<file path="config.mk">
export PLATFORM = sky130hd
export DESIGN_NAME = cpu_state_injector_flat
export DESIGN_NICKNAME = d
export VERILOG_FILES = /design/src/rtl/cpu_state_injector_if.sv /design/src/rtl/cpu_state_injector.sv /design/src/flat_wrapper.sv
export SDC_FILE = /design/constraint.sdc
export NUM_CORES = 1
export LEC_CHECK = 0
export CAP_MARGIN = 20
export CORE_ASPECT_RATIO = 0.5
export CORE_MARGIN = 10
export CORE_UTILIZATION = 54
export DETAILED_ROUTE_END_ITERATION = 7
export PLACE_DENSITY = 0.95
export SYNTH_ARGS = -nofsm -noshare
export SYNTH_HDL_FRONTEND = slang
export SYNTH_SLANG_ARGS = --single-unit
</file>
<file path="constraint.sdc">
create_clock -name Clk -period 7 [get_ports Clk]
set_clock_uncertainty 0.15 [all_clocks]
set_input_delay 1.4 -clock Clk [delete_from_list [all_inputs] [get_ports Clk]]
set_output_delay 1.4 -clock Clk [all_outputs]
set_load 0.1 [all_outputs]
</file>
<file path="src/rtl/cpu_state_injector_if.sv">
// ---------------------------------------------------------------------------
// cpu_state_injector_if
//
// Bundles the control, register-load and trace signals of cpu_state_injector.
// Clock and reset stay plain ports on the module.
//
// Handshake: `arm` is a level request sampled on every Clk. It is accepted on
// any Clk edge where the injector is not busy (ready == !busy). A request seen
// while busy is dropped, not queued.
//
// Signals (direction seen from the injector, modport slave):
//   cpu_ce      in   one-Clk pulse per CPU clock
//   arm         in   start request
//   inj_value   in   16*NUM_REGS preset values, latched on accept
//   inj_mask    in   per-channel load enables, latched on accept
//   inc_mask    in   per-channel +1 in phase B, latched on accept
//   reg_new     out  load values to the CPU
//   reg_ld      out  load strobes to the CPU
//   busy        out  high in DELAY / PHASE_A / PHASE_B
//   done        out  high in DONE
//   trace_pc    in   CPU PC sampled into the trace FIFO
//   trace_rd    in   trace FIFO pop
//   trace_data  out  trace FIFO head (first-word fall-through)
//   trace_empty out  trace FIFO empty
//   trace_ovf   out  sticky trace overflow
//   dbg_state   out  current FSM state, for checkers and debug
// ---------------------------------------------------------------------------
interface cpu_state_injector_if #(
    parameter int NUM_REGS = 2
);
    logic                    cpu_ce;
    logic                    arm;
    logic [16*NUM_REGS-1:0]  inj_value;
    logic [NUM_REGS-1:0]     inj_mask;
    logic [NUM_REGS-1:0]     inc_mask;
    logic [16*NUM_REGS-1:0]  reg_new;
    logic [NUM_REGS-1:0]     reg_ld;
    logic                    busy;
    logic                    done;
    logic [15:0]             trace_pc;
    logic                    trace_rd;
    logic [15:0]             trace_data;
    logic                    trace_empty;
    logic                    trace_ovf;
    logic [2:0]              dbg_state;

    modport master (
        output cpu_ce, arm, inj_value, inj_mask, inc_mask, trace_pc, trace_rd,
        input  reg_new, reg_ld, busy, done, trace_data, trace_empty, trace_ovf,
               dbg_state
    );

    modport slave (
        input  cpu_ce, arm, inj_value, inj_mask, inc_mask, trace_pc, trace_rd,
        output reg_new, reg_ld, busy, done, trace_data, trace_empty, trace_ovf,
               dbg_state
    );
endinterface

</file>
<file path="src/rtl/cpu_state_injector.sv">
// ---------------------------------------------------------------------------
// cpu_state_injector
//
// Drives the CPU's register-load pins (reg_new / reg_ld) with preset values
// after reset or on request, in two timed phases paced by cpu_ce:
//   DELAY   : START_DELAY cpu_ce ticks, no strobes
//   PHASE_A : HOLD_A ticks, reg_ld = inj_mask, reg_new = latched values
//   PHASE_B : HOLD_B ticks, as A but inc_mask channels drive value+1
//   DONE    : strobes off, done high until the next arm
// All outputs are registered; they are computed from the next state so a
// strobe lines up exactly with the phase it belongs to.
//
// Ports:
//   Clk      system clock
//   reset_n  asynchronous active-low reset
//   bus      cpu_state_injector_if.slave (see interface file for signals)
//
// Build option:
//   CPU_INJ_TRACE_EN  when defined, builds a TRACE_DEPTH x 16 trace FIFO that
//                     records trace_pc on every cpu_ce while in DONE. When
//                     undefined, trace outputs are tied to their idle values.
// ---------------------------------------------------------------------------
module cpu_state_injector #(
    parameter int NUM_REGS    = 2,
    parameter int START_DELAY = 2,
    parameter int HOLD_A      = 4,
    parameter int HOLD_B      = 2,
    parameter bit AUTO_ARM    = 1'b1,
    parameter int TRACE_DEPTH = 16
) (
    input  logic                   Clk,
    input  logic                   reset_n,
    cpu_state_injector_if.slave    bus
);
    localparam int W     = 16 * NUM_REGS;
    localparam int CNT_W = 16;

    localparam logic [CNT_W-1:0] START_CNT  = CNT_W'(START_DELAY);
    localparam logic [CNT_W-1:0] HOLD_A_CNT = CNT_W'(HOLD_A);
    localparam logic [CNT_W-1:0] HOLD_B_CNT = CNT_W'(HOLD_B);
    localparam logic [CNT_W-1:0] CNT_ONE    = CNT_W'(1);

    typedef enum logic [2:0] {
        ST_IDLE    = 3'd0,
        ST_DELAY   = 3'd1,
        ST_PHASE_A = 3'd2,
        ST_PHASE_B = 3'd3,
        ST_DONE    = 3'd4
    } state_t;

    state_t              state_q, state_d;
    logic [CNT_W-1:0]    cnt_q, cnt_d;
    logic [W-1:0]        val_q, val_d;
    logic [NUM_REGS-1:0] mask_q, mask_d;
    logic [NUM_REGS-1:0] inc_q, inc_d;
    logic                auto_q, auto_d;
    logic                arm_take;

    logic [NUM_REGS-1:0] reg_ld_q, reg_ld_d;
    logic [W-1:0]        reg_new_q, reg_new_d;
    logic                busy_q, busy_d;
    logic                done_q, done_d;

    // -----------------------------------------------------------------------
    // Next-state logic
    // -----------------------------------------------------------------------
    always_comb begin
        state_d  = state_q;
        cnt_d    = cnt_q;
        val_d    = val_q;
        mask_d   = mask_q;
        inc_d    = inc_q;
        auto_d   = 1'b0;     // pending auto-arm lasts exactly one Clk
        arm_take = 1'b0;

        unique case (state_q)
            ST_IDLE, ST_DONE: begin
                // auto_q stands in for arm on the first Clk after reset
                if (bus.arm || auto_q) begin
                    arm_take = 1'b1;
                    val_d    = bus.inj_value;
                    mask_d   = bus.inj_mask;
                    inc_d    = bus.inc_mask;
                    if (START_DELAY == 0) begin
                        state_d = ST_PHASE_A;
                        cnt_d   = HOLD_A_CNT;
                    end else begin
                        state_d = ST_DELAY;
                        cnt_d   = START_CNT;
                    end
                end
            end

            ST_DELAY: begin
                if (bus.cpu_ce) begin
                    if (cnt_q == CNT_ONE) begin
                        state_d = ST_PHASE_A;
                        cnt_d   = HOLD_A_CNT;
                    end else begin
                        cnt_d = cnt_q - CNT_ONE;
                    end
                end
            end

            ST_PHASE_A: begin
                if (bus.cpu_ce) begin
                    if (cnt_q == CNT_ONE) begin
                        if (HOLD_B == 0) begin
                            state_d = ST_DONE;
                            cnt_d   = '0;
                        end else begin
                            state_d = ST_PHASE_B;
                            cnt_d   = HOLD_B_CNT;
                        end
                    end else begin
                        cnt_d = cnt_q - CNT_ONE;
                    end
                end
            end

            ST_PHASE_B: begin
                if (bus.cpu_ce) begin
                    if (cnt_q == CNT_ONE) begin
                        state_d = ST_DONE;
                        cnt_d   = '0;
                    end else begin
                        cnt_d = cnt_q - CNT_ONE;
                    end
                end
            end

            default: begin
                state_d = ST_IDLE;
                cnt_d   = '0;
            end
        endcase
    end

    // -----------------------------------------------------------------------
    // Registered outputs, derived from the next state
    // -----------------------------------------------------------------------
    always_comb begin
        reg_ld_d  = '0;
        reg_new_d = '0;
        if ((state_d == ST_PHASE_A) || (state_d == ST_PHASE_B)) begin
            reg_ld_d = mask_d;
            for (int i = 0; i < NUM_REGS; i++) begin
                if ((state_d == ST_PHASE_B) && inc_d[i]) begin
                    reg_new_d[16*i +: 16] = val_d[16*i +: 16] + 16'd1;
                end else begin
                    reg_new_d[16*i +: 16] = val_d[16*i +: 16];
                end
            end
        end
        busy_d = (state_d == ST_DELAY) || (state_d == ST_PHASE_A) ||
                 (state_d == ST_PHASE_B);
        done_d = (state_d == ST_DONE);
    end

    always_ff @(posedge Clk or negedge reset_n) begin
        if (!reset_n) begin
            state_q   <= ST_IDLE;
            cnt_q     <= '0;
            val_q     <= '0;
            mask_q    <= '0;
            inc_q     <= '0;
            auto_q    <= AUTO_ARM;
            reg_ld_q  <= '0;
            reg_new_q <= '0;
            busy_q    <= 1'b0;
            done_q    <= 1'b0;
        end else begin
            state_q   <= state_d;
            cnt_q     <= cnt_d;
            val_q     <= val_d;
            mask_q    <= mask_d;
            inc_q     <= inc_d;
            auto_q    <= auto_d;
            reg_ld_q  <= reg_ld_d;
            reg_new_q <= reg_new_d;
            busy_q    <= busy_d;
            done_q    <= done_d;
        end
    end

    assign bus.reg_ld    = reg_ld_q;
    assign bus.reg_new   = reg_new_q;
    assign bus.busy      = busy_q;
    assign bus.done      = done_q;
    assign bus.dbg_state = state_q;

`ifdef CPU_INJ_TRACE_EN
    // -----------------------------------------------------------------------
    // Trace FIFO: captures trace_pc on each cpu_ce while in DONE.
    // -----------------------------------------------------------------------
    localparam int AW = (TRACE_DEPTH > 1) ? $clog2(TRACE_DEPTH) : 1;
    localparam logic [AW:0] DEPTH_CNT = (AW + 1)'(TRACE_DEPTH);

    logic [15:0]   mem_q [TRACE_DEPTH];
    logic [AW-1:0] wr_ptr_q, wr_ptr_d;
    logic [AW-1:0] rd_ptr_q, rd_ptr_d;
    logic [AW:0]   count_q, count_d;
    logic          ovf_q, ovf_d;
    logic          empty_q, empty_d;
    logic [15:0]   head_q, head_d;
    logic          want_wr, do_wr, do_rd, mem_we;

    always_comb begin
        wr_ptr_d = wr_ptr_q;
        rd_ptr_d = rd_ptr_q;
        count_d  = count_q;
        ovf_d    = ovf_q;

        want_wr = (state_q == ST_DONE) && bus.cpu_ce;
        do_rd   = bus.trace_rd && (count_q != '0);
        // A full FIFO still accepts a write when the same Clk pops.
        do_wr   = want_wr && ((count_q != DEPTH_CNT) || do_rd);

        if (do_wr) wr_ptr_d = wr_ptr_q + AW'(1);
        if (do_rd) rd_ptr_d = rd_ptr_q + AW'(1);
        if (do_wr && !do_rd) count_d = count_q + (AW + 1)'(1);
        if (do_rd && !do_wr) count_d = count_q - (AW + 1)'(1);
        if (want_wr && !do_wr) ovf_d = 1'b1;

        // Arm restarts tracing from an empty FIFO; it overrides any write.
        mem_we = do_wr && !arm_take;
        if (arm_take) begin
            wr_ptr_d = '0;
            rd_ptr_d = '0;
            count_d  = '0;
            ovf_d    = 1'b0;
        end

        // Head register: bypass the word being written when it becomes head.
        empty_d = (count_d == '0);
        head_d  = '0;
        if (!empty_d) begin
            if (mem_we && (rd_ptr_d == wr_ptr_q)) head_d = bus.trace_pc;
            else                                  head_d = mem_q[rd_ptr_d];
        end
    end

    always_ff @(posedge Clk) begin
        if (mem_we) mem_q[wr_ptr_q] <= bus.trace_pc;
    end

    always_ff @(posedge Clk or negedge reset_n) begin
        if (!reset_n) begin
            wr_ptr_q <= '0;
            rd_ptr_q <= '0;
            count_q  <= '0;
            ovf_q    <= 1'b0;
            empty_q  <= 1'b1;
            head_q   <= '0;
        end else begin
            wr_ptr_q <= wr_ptr_d;
            rd_ptr_q <= rd_ptr_d;
            count_q  <= count_d;
            ovf_q    <= ovf_d;
            empty_q  <= empty_d;
            head_q   <= head_d;
        end
    end

    assign bus.trace_data  = head_q;
    assign bus.trace_empty = empty_q;
    assign bus.trace_ovf   = ovf_q;
`else
    // No trace FIFO: outputs idle, trace inputs intentionally ignored.
    logic unused_trace;
    assign unused_trace    = ^{bus.trace_pc, bus.trace_rd};
    assign bus.trace_data  = 16'h0000;
    assign bus.trace_empty = 1'b1;
    assign bus.trace_ovf   = 1'b0;
`endif

endmodule

</file>
<file path="src/flat_wrapper.sv">
// flat-port wrapper written by rule: the top's interface ports become plain ports
module cpu_state_injector_flat 
#(
    parameter int NUM_REGS    = 2,
    parameter int START_DELAY = 2,
    parameter int HOLD_A      = 4,
    parameter int HOLD_B      = 2,
    parameter bit AUTO_ARM    = 1'b1,
    parameter int TRACE_DEPTH = 16
)
  (Clk, reset_n, bus_cpu_ce, bus_arm, bus_inj_value, bus_inj_mask, bus_inc_mask, bus_trace_pc, bus_trace_rd, bus_reg_new, bus_reg_ld, bus_busy, bus_done, bus_trace_data, bus_trace_empty, bus_trace_ovf, bus_dbg_state);
  cpu_state_injector_if #(.NUM_REGS(NUM_REGS)) bus_i ();
  input  logic Clk;
  input  logic reset_n;
  input wire logic [$bits(bus_i.cpu_ce)-1:0] bus_cpu_ce;
  input wire logic [$bits(bus_i.arm)-1:0] bus_arm;
  input wire logic [$bits(bus_i.inj_value)-1:0] bus_inj_value;
  input wire logic [$bits(bus_i.inj_mask)-1:0] bus_inj_mask;
  input wire logic [$bits(bus_i.inc_mask)-1:0] bus_inc_mask;
  input wire logic [$bits(bus_i.trace_pc)-1:0] bus_trace_pc;
  input wire logic [$bits(bus_i.trace_rd)-1:0] bus_trace_rd;
  output wire logic [$bits(bus_i.reg_new)-1:0] bus_reg_new;
  output wire logic [$bits(bus_i.reg_ld)-1:0] bus_reg_ld;
  output wire logic [$bits(bus_i.busy)-1:0] bus_busy;
  output wire logic [$bits(bus_i.done)-1:0] bus_done;
  output wire logic [$bits(bus_i.trace_data)-1:0] bus_trace_data;
  output wire logic [$bits(bus_i.trace_empty)-1:0] bus_trace_empty;
  output wire logic [$bits(bus_i.trace_ovf)-1:0] bus_trace_ovf;
  output wire logic [$bits(bus_i.dbg_state)-1:0] bus_dbg_state;
  assign bus_i.cpu_ce = bus_cpu_ce;
  assign bus_i.arm = bus_arm;
  assign bus_i.inj_value = bus_inj_value;
  assign bus_i.inj_mask = bus_inj_mask;
  assign bus_i.inc_mask = bus_inc_mask;
  assign bus_i.trace_pc = bus_trace_pc;
  assign bus_i.trace_rd = bus_trace_rd;
  assign bus_reg_new = bus_i.reg_new;
  assign bus_reg_ld = bus_i.reg_ld;
  assign bus_busy = bus_i.busy;
  assign bus_done = bus_i.done;
  assign bus_trace_data = bus_i.trace_data;
  assign bus_trace_empty = bus_i.trace_empty;
  assign bus_trace_ovf = bus_i.trace_ovf;
  assign bus_dbg_state = bus_i.dbg_state;
  cpu_state_injector #(.NUM_REGS(NUM_REGS), .START_DELAY(START_DELAY), .HOLD_A(HOLD_A), .HOLD_B(HOLD_B), .AUTO_ARM(AUTO_ARM), .TRACE_DEPTH(TRACE_DEPTH)) u_core (.Clk(Clk), .reset_n(reset_n), .bus(bus_i));
endmodule
</file>
==> summary.txt <==
Floorplan
  – Starting Density: 56.90%
  – Core area: 8230 sq um
  – FP Rows: 23
  – I/O pins: 114
  – Die footprint: 13020 sq um
  – Die X: 151.7 microns
  – Die height: 85.85 microns

Logic synthesis
  – Ys Warns: 0
  – Most common cell in the netlist: dfrtp_1
  – Asr flop ratio synth: 100.0%
  – Synth top area share: 48.62%
  – Netlist cell types: 55
  – Register area share after synthesis: 49.19%
  – Syn Area/Cell: 9.147 sq um
  – Synth Area in XOR/XNOR: 5.797%
  – Ys flop type: dfrtp_1
  – Post-synthesis compound-gate area fraction: 9.003%
  – Synth Area in Simple Gates: 25.54%
  – Top cell type by total area after synthesis: dfrtp_1
  – Synth Cell Area: 4683 sq um
  – Area contributors post-synth: dfrtp_1 (49%), nand2_1 (7.2%), xnor2_1 (5.2%)
  – Post-synth EDFFs: 0
  – Largest family of logic cells by synthesized area: simple AND/OR/NAND/NOR gates
  – Post-synthesis adder-cell area fraction: 1.069%
  – Mux cell area share after synthesis: 2.832%
  – Commonest cells post-synth: dfrtp_1 (91), nand2_1 (90), nor2_1 (53), xnor2_1 (28), nor3_1 (24)
  – Synthesis-stage register bit count: 92
  – Cells after Synth: 512

Cells and area
  – Finished Cell Area: 5803 sq um
  – Share of layout cells above drive strength 1: 6.271%
  – Final core occ: 70.51%
  – Layout area overhead: 23.91%
  – Reg area: 2303 sq um
  – ANT cells: 0
  – Finished Layout Cells: 702
  – Fin nets: 646
  – Area of the multi-input gates: 2163 sq um
  – # fillers: 562

Setup path
  – Required time worst endpoint: 7.08 ns
  – Setup CP Type: in -> reg
  – CP bufs+invs: 3
  – Critical Path Sink Type: flop
  – CP max stage cell: nor4_1
  – Max incr delay on CP: 0.70 ns
  – Maximum fanout along the worst path: 21
  – Critical Path, Cell by Cell: clkdlybuf4s50_1 > nor2_1 > buf_4 > nor2_4 > buf_4 > nand2_1 > nand2_1 > ha_1 > nand3_1 > nor4_1 > xnor2_1 > nor2_1
  – WP data arrival: 4.78 ns
  – Kind of cell adding the most delay to the critical path: simple AND/OR/NAND/NOR gates
  – Startpoint Class: input port

Status
  – Status: complete, no violations

Worst hold path
  – Worst hold path class: reg -> reg

Timing
  – Fin crit period: 4.703 ns
  – Final Hold Viols: 0
  – Setup TNS: 0 ns
  – Min setup slack post-route: 2.297 ns
  – RSZ-0062 raised after global routing: no
  – Min Hold Slack: 0.3266 ns
  – Max-slew headroom: 25.53%
  – Setup violators final: 0
  – Slew Viols, Final: 0
  – Max Clock Freq: 212.6 MHz
  – Final worst-path cycle share: 67.18%
  – Transition time of the tightest slew-check pin: 1.113 ns

Global routing
  – Vias in the first global route: 4230
  – Initial antenna violation count: 0
  – Largest net degree at the start of global routing: 62
  – Tot GR Track Use: 19.97%
  – Grt total ovfl: 0
  – First-pass GRT wire length: 20.98 mm

Drt
  – Routed WL: 13.07 mm
  – Drt via density: 6.016
  – Via count: 4223
  – Routed Antenna Nets: 0
  – First-pass DRT Iterations: 5
  – Starting DRT DRC Count: 539
  – DRC: 0
  – Routed len/inst: 18.61 microns

Clock network
  – Clock Sinks: 92
  – CTS Buffer Depth: 2
  – Root buffer cell: clkbuf_16
  – Total CTS buffers: 9
  – Clock transition at path regs: 0.06 ns
  – H-tree depth: 3
  – TritonCTS clock tree: done
  – Worst-skew pair later-pin latency: 0.34 ns
  – # resized after CTS: 0
  – Hold-fix buffers, CTS: 0
  – Post-CTS setup repair buffer count: 0

Placement
  – Pre-CTS setup slack: 2.113 ns
  – Post-DP HPWL: 8.944 mm
  – Port buffer count: 78
  – Gp weighted congestion: 0.8958
  – Inst Count DP: 686
  – Area after DPL: 5502 sq um

Job
  – Max_cap viols: 0

Pwr
  – P_leak: 2.506 nW
  – Max IR drop VDD: 205.0 uV
  – Cell Pwr Density: 489.4 nW/um^2
  – Design Power: 2.840 mW
[area by class of cell]
type | count | area share (%)
well taps | 112 | 2.415
clock inverters | 5 | 1.013
repair buffers | 85 | 14.32
clock buffers | 11 | 4.183
multi-input cells | 380 | 37.28
inverters | 17 | 1.100
flip-flops and latches | 92 | 39.69
[worst paths after layout]
kind                                         startpoint  slack, ns                     end  cells past startpoint
worst max-delay path                            bus_arm       2.30  u_core.bus.reg_new[24]                     12
worst min-delay path                   u_core.mask_q[0]       0.33        u_core.mask_q[0]                      2
worst max register to register  u_core.bus.dbg_state[1]       3.04  u_core.bus.reg_new[24]                     10
worst min register to register         u_core.mask_q[0]       0.33        u_core.mask_q[0]                      2
max in group asynchronous                       reset_n       4.74         u_core.cnt_q[3]                      2
min in group asynchronous                       reset_n       0.84        u_core.val_q[29]                      1
[sequential cells by signal (all words and copies together) (netlist names)]
signal,count
u_core.bus.reg_ld,2
u_core.auto_q,1
u_core.mask_q,2
u_core.val_q,32
u_core.inc_q,2
u_core.bus.busy,1
u_core.bus.done,1
u_core.cnt_q,16
u_core.bus.dbg_state,3
u_core.bus.reg_new,32
[cells by family (layout without fill, tap and decap cells)]
kind of cell,Yosys count,in the layout
XOR/XNOR,31,31
AND/OR/NAND/NOR,248,248
multiplexers,13,13
adder cells (fa/ha/maj),4,4
buffers and inverters,57,118
AO/OA/AOI/OAI,65,65
flip-flops,92,92
other,2,19
[metal layers]
| metal | GRT usage, % | vias up | wire (microns) |
|---|---|---|---|
| li1 | - | 1879 | - |
| met2 | 33.73 | 300 | 6412 |
| met5 | 0 | - | 0 |
| met4 | 8.606 | 0 | 386 |
| met3 | 5.975 | 48 | 1233 |
| met1 | 23.19 | 1996 | 5035 |
[worst register-to-register path: stages (launching register included)]
cell	delay, ns
dfrtp_1	0.48
or2_2	0.54
nor2_4	0.53
buf_4	0.39
nand2_1	0.09
nand2_1	0.12
ha_1	0.20
nand3_1	0.36
nor4_1	0.70
xnor2_1	0.21
nor2_1	0.08
[cell usage in the layout (no fill, tap or decap), types with 10 or more instances in the layout]
master | netlist | routed
clkdlybuf4s50_1 | 0 | 77
mux2i_1 | 11 | 10
a21oi_1 | 15 | 15
dfrtp_1 | 91 | 91
o21ai_0 | 17 | 17
nor3_1 | 24 | 24
nand2_1 | 90 | 90
inv_1 | 17 | 17
nand3_1 | 23 | 23
nor2_1 | 53 | 52
xnor2_1 | 28 | 28
conb_1 | 2 | 19
nor4_1 | 17 | 17
[where the power goes]
part | switching [mW] | internal (mW)
sequential | 0.135 | 0.736
combinational | 1.08 | 0.390
clock | 0.207 | 0.287
Power figures use the tool's default switching activity.
